File: src/rtl/controlador_venda.sv
// Sequencing controller for the vending machine coin accumulator: product
// selection, price check, dispense timing, change/refund and inactivity timeout.
module controlador_venda #(
  parameter int         TIMEOUT_CYCLES  = 1000,
  parameter int         DISPENSE_CYCLES = 4,
  parameter logic [3:0] PRECO_A         = 4'd6,
  parameter logic [3:0] PRECO_B         = 4'd8,
  parameter logic [3:0] PRECO_C         = 4'd4
) (
  input  logic       clk,
  input  logic       reset,
  input  logic [3:0] valorAcumulado,
  input  logic       moedaInserida,
  input  logic [1:0] selecao,
  input  logic       confirmar,
  input  logic       cancelar,
  output logic       limpar,
  output logic       bloqueioMoeda,
  output logic       liberar,
  output logic [1:0] produto,
  output logic [3:0] troco,
  output logic       trocoValido,
  output logic       saldoInsuf,
  output logic       erroExcesso,
  output logic [2:0] estado
);

  localparam logic [2:0] S_OCIOSO     = 3'd0;
  localparam logic [2:0] S_ACUMULANDO = 3'd1;
  localparam logic [2:0] S_VERIFICA   = 3'd2;
  localparam logic [2:0] S_LIBERA     = 3'd3;
  localparam logic [2:0] S_TROCO      = 3'd4;
  localparam logic [2:0] S_DEVOLVE    = 3'd5;
  localparam logic [2:0] S_LIMPA      = 3'd6;

  localparam logic [3:0] VALOR_EXCESSO = 4'hF;

  // One down-counter serves both the inactivity timeout and the dispense
  // duration, so it is sized for the larger of the two.
  localparam int TMAX = (TIMEOUT_CYCLES > DISPENSE_CYCLES) ? TIMEOUT_CYCLES : DISPENSE_CYCLES;
  localparam int TW   = $clog2(TMAX + 1);
  localparam logic [TW-1:0] TIMEOUT_RELOAD  = TW'(TIMEOUT_CYCLES - 1);
  localparam logic [TW-1:0] DISPENSE_RELOAD = TW'(DISPENSE_CYCLES - 1);
  localparam logic [TW-1:0] TIMER_ZERO      = '0;

  logic [2:0]    state_q, state_d;
  logic [TW-1:0] timer_q, timer_d;
  logic [3:0]    troco_q, troco_d;
  logic [1:0]    produto_q, produto_d;
  logic          saldo_q, saldo_d;
  logic          erro_q, erro_d;
  logic [3:0]    preco;

  // Price of the latched product.
  always_comb begin
    preco = PRECO_A;
    case (produto_q)
      2'b01:   preco = PRECO_A;
      2'b10:   preco = PRECO_B;
      2'b11:   preco = PRECO_C;
      default: preco = PRECO_A;
    endcase
  end

  // State and datapath registers; reset aborts any transaction immediately.
  always_ff @(posedge clk or posedge reset) begin
    if (reset) begin
      state_q   <= S_OCIOSO;
      timer_q   <= '0;
      troco_q   <= '0;
      produto_q <= '0;
      saldo_q   <= 1'b0;
      erro_q    <= 1'b0;
    end else begin
      state_q   <= state_d;
      timer_q   <= timer_d;
      troco_q   <= troco_d;
      produto_q <= produto_d;
      saldo_q   <= saldo_d;
      erro_q    <= erro_d;
    end
  end

  // Next-state and datapath update logic.
  always_comb begin
    state_d   = state_q;
    timer_d   = timer_q;
    troco_d   = troco_q;
    produto_d = produto_q;
    saldo_d   = 1'b0;
    erro_d    = 1'b0;
    case (state_q)
      S_OCIOSO: begin
        if (moedaInserida) begin
          state_d = S_ACUMULANDO;
          timer_d = TIMEOUT_RELOAD;
        end
      end
      S_ACUMULANDO: begin
        timer_d = moedaInserida ? TIMEOUT_RELOAD : timer_q - 1'b1;
        if (valorAcumulado == VALOR_EXCESSO) begin
          erro_d  = 1'b1;
          state_d = S_LIMPA;
        end else if (cancelar) begin
          troco_d = valorAcumulado;
          state_d = S_DEVOLVE;
        end else if (timer_q == TIMER_ZERO && !moedaInserida) begin
          // A coin arriving on the last cycle keeps the session alive.
          troco_d = valorAcumulado;
          state_d = S_DEVOLVE;
        end else if (confirmar && selecao != 2'b00) begin
          produto_d = selecao;
          state_d   = S_VERIFICA;
        end
      end
      S_VERIFICA: begin
        if (valorAcumulado >= preco) begin
          troco_d = valorAcumulado - preco;
          timer_d = DISPENSE_RELOAD;
          state_d = S_LIBERA;
        end else begin
          // Back to accumulating with whatever time was left.
          saldo_d = 1'b1;
          state_d = S_ACUMULANDO;
        end
      end
      S_LIBERA: begin
        timer_d = timer_q - 1'b1;
        if (timer_q == TIMER_ZERO) begin
          timer_d = TIMER_ZERO;
          state_d = (troco_q != 4'd0) ? S_TROCO : S_LIMPA;
        end
      end
      S_TROCO:   state_d = S_LIMPA;
      S_DEVOLVE: state_d = S_LIMPA;
      S_LIMPA:   state_d = S_OCIOSO;
      default:   state_d = S_LIMPA;
    endcase
  end

  // Moore outputs decoded from the state and registered pulses.
  always_comb begin
    limpar        = (state_q == S_LIMPA);
    liberar       = (state_q == S_LIBERA);
    trocoValido   = (state_q == S_TROCO) || (state_q == S_DEVOLVE);
    bloqueioMoeda = (state_q != S_OCIOSO) && (state_q != S_ACUMULANDO);
    produto       = produto_q;
    troco         = troco_q;
    saldoInsuf    = saldo_q;
    erroExcesso   = erro_q;
    estado        = state_q;
  end

endmodule

File: config.mk
export PLATFORM = sky130hd
export DESIGN_NAME = controlador_venda
export DESIGN_NICKNAME = d
export VERILOG_FILES = /design/src/rtl/controlador_venda.sv
export SDC_FILE = /design/constraint.sdc
export NUM_CORES = 1
export LEC_CHECK = 0
export CELL_PAD_IN_SITES_DETAIL_PLACEMENT = 1
export CELL_PAD_IN_SITES_GLOBAL_PLACEMENT = 2
export CORE_MARGIN = 2
export CORE_UTILIZATION = 33
export DETAILED_ROUTE_END_ITERATION = 8
export PLACE_DENSITY_LB_ADDON = 0.1
export SLEW_MARGIN = 10
export SYNTH_ARGS = -nofsm -noshare
export SYNTH_HDL_FRONTEND = slang
export SYNTH_SLANG_ARGS = --single-unit
File: constraint.sdc
create_clock -name clk -period 3.5 [get_ports clk]
set_input_delay 0.7 -clock clk [delete_from_list [all_inputs] [get_ports clk]]
set_output_delay 0.7 -clock clk [all_outputs]
set_load 0.02 [all_outputs]
==> results of run 1 <==
-- layer usage --
metal,track usage,vias to the layer above,share of wire
li1,-,657,-
met1,0.282,663,0.51
met2,0.274,33,0.45
met3,0.0260,5,0.037
met4,0.0449,0,0.010
met5,0,-,0
-- worst max-delay path, delay by kind of cell, from the launching register on --
family	cells	cell delay, ps
buffers and inverters	2	980
AND/OR/NAND/NOR	1	470
flip-flops	1	360
-- area by class of cell --
type / count / share of cell area
multi-input cells: 127 / 0.467
flip-flops and latches: 21 / 0.294
repair buffers: 27 / 0.148
well taps: 52 / 0.0364
inverters: 13 / 0.0273
clock buffers: 3 / 0.0231
clock inverters: 1 / 0.00420
-- metrics by stage --
stage                     setup WS, ps  instance area [µm²]   util  total power [mW]
after floorplan                   1390                 1440      -              1.18
after global placement             809                 1740  0.408              1.51
after detailed placement           743                 1740  0.408              1.54
after CTS                          728                 1790  0.420              1.72
after global routing               607                 1790  0.420              1.85
final                              721                 1790  0.420              1.72
-- state kept, by name (all words and copies together), names as in the netlist --
register	cells
saldoInsuf	1
estado	3
erroExcesso	1
troco	4
produto	2
timer_q	10
-- power groups by stage --
stage,clock [mW],combinational [mW],sequential (mW)
final,0.176,1.05,0.489
after global routing,0.190,1.16,0.506
after CTS,0.181,1.06,0.487
after detailed placement,0,1.05,0.490
after global placement,0,1.03,0.482
after floorplan,0,0.653,0.525
-- worst paths after layout --
check	from	end	slack, ps	depth (start not counted)
max reg2reg	timer_q[2]	troco[2]	1270	4
min	produto[0]	produto[0]	520	1
min reg2reg	produto[0]	produto[0]	520	1
max in group asynchronous	reset	estado[2]	2050	2
max	estado[0]	liberar	720	3
min in group asynchronous	reset	estado[0]	910	2
-- synthesized netlist by cell type, types with 2 or more instances --
master and n:
nand4_1 2, dfrtp_1 21, o211ai_1 3, inv_1 12
a21oi_1 14, o21ai_0 12, nand2_1 24, xor2_1 2
ha_1 4, nor2_1 8, clkbuf_1 2, a41oi_1 2
mux2_2 4, nand3_1 7, nor2b_1 3, buf_6 2
nand2b_1 2, a211oi_1 2, a31o_2 3, a21bo_2 2
nor3_1 8
-- cells in the final DEF, fill, tap and decap left out, drive strengths merged, types with 2 or more instances in the layout --
master	n
xor2	2
dfrtp	21
a21oi	14
clkdlybuf4s50	25
nand2	24
nor3	8
a41oi	2
nand2b	2
a31o	3
nor2	9
nor2b	3
and3	2
a21bo	2
ha	4
buf	2
o211ai	3
clkbuf	3
a211oi	3
nand3	7
nor4	3
inv	12
o21ai	12
nand4	2
mux2	4
-- logic make-up (layout without fill, tap and decap cells) --
logic type,after synthesis,in the layout
buffers and inverters,17,44
AO/OA/AOI/OAI,52,52
AND/OR/NAND/NOR,63,63
flip-flops,21,21
XOR/XNOR,3,3
adder cells (fa/ha/maj),5,5
multiplexers,4,4
==> results.yml, run 1 <==
synth:
  synth-seq-area-share: 0.365
  synth.distinct_cells: 47
  yosysTopAreaCellShare: 0.365
  synth.area.mux_share: 0.0313
  synth_edf_count: 0
  ys_ff_latch: 21
  synth_xor_area_frac: 0.0182
  ys.flop_type: "dfrtp_1"
  synth_nets: 181
  yosys_warnings: 0
  synth-async-reset-ratio: 1.00
  avgSynthCellArea_um2: 8.73
  synthAdderAreaFrac: 0.0487
  synth_top_cell_by_area: "dfrtp_1"
  synth_compound_area_frac: 0.256
  syn_inst: 165
  syn-cell-area_um2: 1440
  synth_top_family_by_area: "compound AO/OA/AOI/OAI gates"
  ys_top_cells_by_area: "dfrtp_1 (36%), nand2_1 (6.3%), a21oi_1 (4.9%), o21ai_0 (4.2%), ha_1 (3.5%)"
  synthSimpleGateAreaFrac: 0.226
cells_and_area:
  seq_area_um2: 526
  fin_nets: 209
  fin_cells: 244
  area_delta_synth_final_pct: 24.2
  antennaDiodeCount: 0
  multi_input_area_um2: 836
  drive_gt1_frac: 0.125
  n_fill_cell: 515
drt:
  wl_per_cell_um: 17.7
  antenna_left: 0
  drc: 0
  vias: 1358
  vias_per_cell: 5.57
  drtIter0Drc: 80
  wl_um: 4310
  first_pass_iters: 4
clocking:
  cts-root-buf: "clkbuf_8"
  clk_pin_slew_ps: 90
  h-tree-depth: 1
  hold_buffers: 0
  cts_sinks: 21
  cts_tree: "built"
  clockBufferDepth: 2
  cts_resized: 0
  post_cts_buffers: 0
  clock_latency_ps: 270
  numCtsBuffers: 3
status:
  status: "complete, no violations"
placed_design:
  io_buffers: 25
  placed_cells: 240
  place.gp.congestion: 0.771
  hpwl_um: 3190
global_routing:
  grt_pass1_vias: 1363
  grt_first_pass_wirelength_um: 7180
  antenna_found_initial: 0
  grt_max_degree: 22
  track_usage: 0.185
  grt-ovfl-total: 0
floorplanning:
  coreArea_um2: 4260
  rows: 24
  die-area_um2: 4910
  die_h_um: 70.1
  die_w_um: 70.1
  start_util: 0.338
  io_pins: 26
timing:
  max_freq_ghz: 0.360
  max_slew_margin: 0.414
  hold_violations: 0
  worstMarginPinSlew_ps: 878
  rsz0062_at_grt: "false"
  fin_skew_ps: 3.63
  fin_hold_ws_ps: 525
  timing.final.crit_share: 0.794
  setup_viol: 0
  slew_viol_final: 0
  finalSetupTns_ps: 0
  min_period_ps: 2780
power_and_ir_drop:
  switching_power_mw: 0.824
  seqPwrFrac: 0.285
  pwr-share-clk: 0.102
  internal_power_mw: 0.891
  max-vdd-ir-drop_mv: 0.358
  p_per_area_nw_per_um2: 959
  pwr-share-comb: 0.613
  power.share.switching: 0.480
  p_leak_nw: 0.722
critical_path:
  max_stage_delay_ps: 700
  path_class: "reg -> out"
  worst-path-max-fanout: 9
  crit_path_start_kind: "flop"
  crit_chain: "clkinv_1, nor3_1, clkdlybuf4s50_1"
  cp_slowest_cell: "clkdlybuf4s50_1"
  worstPathArrival_ps: 2080
  endpoint_kind: "output port"
  required_ps: 2800
worst_hold_path:
  hp-class: "reg -> reg"
job:
  cap_violations: 0
Power figures use the tool's default switching activity.
==> inputs of run 2 (changes only) <==
--- a/config.mk
+++ b/config.mk
@@ -8,7 +8,7 @@
 export CELL_PAD_IN_SITES_DETAIL_PLACEMENT = 1
 export CELL_PAD_IN_SITES_GLOBAL_PLACEMENT = 2
 export CORE_MARGIN = 2
-export CORE_UTILIZATION = 33
+export CORE_UTILIZATION = 28
 export DETAILED_ROUTE_END_ITERATION = 8
 export PLACE_DENSITY_LB_ADDON = 0.1
 export SLEW_MARGIN = 10
==> constraint.sdc (replaced) <==
create_clock -name clk -period 2.4 [get_ports clk]
set_input_delay 0.48 -clock clk [delete_from_list [all_inputs] [get_ports clk]]
set_output_delay 0.48 -clock clk [all_outputs]
set_load 0.02 [all_outputs]
==> run 2 against run 1 <==
Net effect:
- critical path depth stayed put
- utilization is 3.6 points lower
- cell count is 14% higher
- largest power group unchanged
- highest routed layer unchanged
==> results.yml, run 2 (same netlist as run 1, synthesis figures left out) <==
status:
  status: "complete, no violations"
cells_and_area:
  antennaDiodeCount: 0
  largest_register_ffs: 10
  fin_nets: 226
  seq_area_um2: 526
  max_flop_register: "timer_q"
  most-common-layout-cells: "clkdlybuf4s50_1 (25), nand2_1 (24), dfrtp_1 (21)"
  design_area_um2: 1940
  n_fill_cell: 621
  area_delta_synth_final_pct: 34.4
  drive_gt1_frac: 0.191
  multi_input_area_um2: 836
  final_common_cell: "clkdlybuf4s50_1"
global_routing:
  track_usage: 0.177
  grt_pass1_vias: 1517
  antenna_found_initial: 0
  grt-ovfl-total: 0
  grt_first_pass_wirelength_um: 7570
  grt_max_degree: 22
power_and_ir_drop:
  pwr-share-clk: 0.093
  seqPwrFrac: 0.266
  power.share.switching: 0.466
  pwr-share-comb: 0.641
  max-vdd-ir-drop_mv: 0.505
  totalPowerFinal_mw: 2.63
  switching_power_mw: 1.22
  p_per_area_nw_per_um2: 1360
  p_leak_nw: 0.806
  internal_power_mw: 1.40
drt:
  drc: 0
  vias_per_cell: 5.11
  first_pass_iters: 4
  wl_um: 4560
  vias: 1426
  drtIter0Drc: 98
  wl_per_cell_um: 16.3
  antenna_left: 0
critical_path:
  cp_slowest_cell: "clkdlybuf4s50_1"
  endpoint_kind: "output port"
  crit_chain: "inv_1, nor3_1, clkdlybuf4s50_1"
  worst-path-max-fanout: 7
  required_ps: 1920
  max_stage_delay_ps: 630
  worstPathArrival_ps: 1720
  r2r_slack_ps: 280
  crit_path_start_kind: "flop"
  path_class: "reg -> out"
floorplanning:
  start_util: 0.286
  io_pins: 26
  rows: 26
  die_h_um: 75.7
  die-area_um2: 5730
  die_w_um: 75.7
  coreArea_um2: 5040
placed_design:
  io_buffers: 25
  place.gp.congestion: 0.809
  hpwl_um: 3610
  postPlaceCellArea_um2: 1890
clocking:
  numCtsBuffers: 3
  clockBufferDepth: 2
  h-tree-depth: 1
  clk_pin_slew_ps: 90
  post_cts_buffers: 0
  cts_sinks: 21
  cts_tree: "built"
  cts_resized: 0
  clock_latency_ps: 260
  cts-root-buf: "clkbuf_8"
  hold_buffers: 0
timing:
  hold_violations: 0
  timing.final.crit_share: 0.916
  max_slew_margin: 0.667
  setup_viol: 0
  fin_skew_ps: 3.15
  worstMarginPinSlew_ps: 495
  slew_viol_final: 0
  rsz0062_at_grt: "false"
  max_freq_ghz: 0.455
  min_period_ps: 2200
job:
  cap_violations: 0
worst_hold_path:
  hp-class: "reg -> reg"
==> run 2: cell types whose count changed in the layout (fill, tap and decap cells not counted), sizes merged <==
cell	change
buf	+17
clkbuf	+1
clkinvlp	-1
==> run 2: critical path: cells and delay by family, from the launching register on <==
| kind | cells | cell delay [ps] |
|---|---|---|
| buf+inv | 2 | 830 |
| flops | 1 | 460 |
| simple gates | 1 | 170 |
==> run 2: metal layers <==
| layer | global-route usage | vias up | part of all wire |
|---|---|---|---|
| met2 | 0.296 | 24 | 0.49 |
| li1 | - | 692 | - |
| met4 | 0.0448 | 0 | 0.0046 |
| met5 | 0 | - | 0 |
| met3 | 0.0238 | 2 | 0.025 |
| met1 | 0.241 | 708 | 0.48 |
==> run 2: final timing paths <==
path / startpoint / to / cells past startpoint
setup / recovery: estado[2] / limpar / 3
hold / removal: produto[0] / produto[0] / 1
setup reg to reg: produto[0] / troco[2] / 7
hold reg to reg: produto[0] / produto[0] / 1
max in group asynchronous: reset / timer_q[3] / 3
min in group asynchronous: reset / estado[0] / 3
==> run 2: final cells by class <==
type                    instances  area share
multi-input cells             127       0.432
flip-flops and latches         21       0.271
repair buffers                 44       0.203
well taps                      70      0.0452
inverters                      13      0.0252
clock buffers                   4      0.0233
==> run 2: power by group through the flow <==
stage,logic [mW],registers [mW],clock network (mW)
floorplan,0.953,0.766,0
global placement,1.64,0.693,0
detailed placement,1.69,0.702,0
CTS,1.70,0.698,0.246
global route,1.85,0.730,0.269
finish,1.68,0.698,0.245
==> run 2: per-stage QoR <==
| stage | TNS (ps) | utilization | hold WS [ps] | std cells | setup slack, ps |
|---|---|---|---|---|---|
| detailed placement | -154 | 0.375 | 508 | 275 | -44.8 |
| CTS | 0 | 0.384 | 531 | 279 | 177 |
| global route | 0 | 0.384 | 564 | 279 | 105 |
| global placement | 0 | 0.375 | 509 | 275 | 16.7 |
| finish | 0 | 0.384 | 525 | 279 | 201 |
| floorplan | 0 | - | 457 | 165 | 374 |
==> inputs of run 3 (changes only) <==
--- a/config.mk
+++ b/config.mk
@@ -10,6 +10,7 @@
 export CORE_MARGIN = 2
 export CORE_UTILIZATION = 28
 export DETAILED_ROUTE_END_ITERATION = 8
+export MAX_ROUTING_LAYER = met4
 export PLACE_DENSITY_LB_ADDON = 0.1
 export SLEW_MARGIN = 10
 export SYNTH_ARGS = -nofsm -noshare
==> run 3 against run 2 <==
Net effect:
- flip-flop and latch count unchanged
- global-route usage increased by 0.54 points
- cell count unchanged
- combinational power barely moved
- power about the same
- sequential power about the same
- clock skew hardly changed
- maximum frequency hardly changed
- first-iteration DRC count decreased by 4.1%
- via count increased by 0.21%
- routed wire length rose by 0.11%
- utilization stayed put
- largest power group unchanged
==> results.yml, run 3 (same netlist as run 1, synthesis figures left out) <==
drt:
  first_pass_iters: 4
  vias_per_cell: 5.12
  drc: 0
  wl_um: 4560
  wl_per_cell_um: 16.4
  vias: 1429
  drtIter0Drc: 94
  antenna_left: 0
clocking:
  post_cts_buffers: 0
  clockBufferDepth: 2
  h-tree-depth: 1
  clock_latency_ps: 260
  cts_resized: 0
  cts_tree: "built"
  clk_pin_slew_ps: 90
  cts-root-buf: "clkbuf_8"
  numCtsBuffers: 3
  cts_sinks: 21
  hold_buffers: 0
global_routing:
  antenna_found_initial: 0
  grt_pass1_vias: 1517
  track_usage: 0.182
  grt_first_pass_wirelength_um: 7570
  grt-ovfl-total: 0
  grt_max_degree: 22
critical_path:
  endpoint_kind: "output port"
  required_ps: 1920
  crit_path_start_kind: "flop"
  worst-path-max-fanout: 7
  path_class: "reg -> out"
  reg2reg_depth: 7
  worstPathArrival_ps: 1720
timing:
  min_period_ps: 2200
  max_slew_margin: 0.669
  fin_hold_ws_ps: 525
  rsz0062_at_grt: "false"
  setup_viol: 0
  slew_viol_final: 0
  finalSetupTns_ps: 0
  hold_violations: 0
  max_freq_ghz: 0.455
  worstMarginPinSlew_ps: 492
  timing.final.crit_share: 0.917
  setup_slack_ps: 200
  fin_skew_ps: 3.25
cells_and_area:
  max_flop_register: "timer_q"
  utilization: 0.384
  largest_register_ffs: 10
  drive_gt1_frac: 0.191
  most-common-layout-cells: "clkdlybuf4s50_1 (25), nand2_1 (24), dfrtp_1 (21)"
  final_common_cell: "clkdlybuf4s50_1"
  fin_nets: 226
  antennaDiodeCount: 0
  area_delta_synth_final_pct: 34.4
power_and_ir_drop:
  p_per_area_nw_per_um2: 1360
  totalPowerFinal_mw: 2.63
  p_leak_nw: 0.806
  max-vdd-ir-drop_mv: 0.505
floorplanning:
  die_h_um: 75.7
  coreArea_um2: 5040
  rows: 26
  io_pins: 26
  die_w_um: 75.7
  die-area_um2: 5730
  start_util: 0.286
placed_design:
  hpwl_um: 3610
  place.gp.congestion: 0.821
  io_buffers: 25
  place_ws_ps: -44.8
job:
  cap_violations: 0
worst_hold_path:
  hp-class: "reg -> reg"
  hold_path_depth: 1
status:
  status: "complete, no violations"
[run 3: cell counts in the layout (fill, tap and decap cells not counted)]
No cell type changed its count.
[run 3: per-stage QoR]
stage,cells,instance area [µm²]
finish,279,1940
CTS,279,1940
floorplan,165,1440
global placement,275,1890
global route,279,1940
detailed placement,275,1890
[run 3: where the power goes]
part | total [mW] | internal [mW] | switching (mW) | leakage [nW]
Combinational | 1.68 | 0.767 | 0.915 | 0.529
Clock | 0.245 | 0.118 | 0.126 | 0.0228
Sequential | 0.698 | 0.518 | 0.180 | 0.254
Total | 2.63 | 1.40 | 1.22 | 0.806
[run 3: path summary, 6_finish.rpt]
check,from,to,slack (ps)
worst max-delay path,estado[2],limpar,200
worst min-delay path,produto[0],produto[0],520
worst max register to register,produto[0],troco[2],290
worst min register to register,produto[0],produto[0],520
max in group asynchronous,reset,timer_q[3],1610
min in group asynchronous,reset,estado[0],550
[run 3: routing by layer]
metal / GRT usage / part of all wire
met5: - / 0
met4: 0.0448 / 0.011
met3: 0.0212 / 0.028
met2: 0.296 / 0.49
met1: 0.242 / 0.47
[run 3: area by class of cell]
| cell class | instances | area [µm²] |
|---|---|---|
| fillers | 621 | 3110 |
| flip-flops and latches | 21 | 526 |
| well taps | 70 | 87.6 |
| clock buffers | 4 | 45.0 |
| inverters | 13 | 48.8 |
| multi-input cells | 127 | 836 |
| repair buffers | 44 | 393 |
[run 3: worst max-delay path, stage by stage, from the launching register on]
cell	delay, ps
dfrtp_1	460
inv_1	200
nor3_1	170
clkdlybuf4s50_1	630
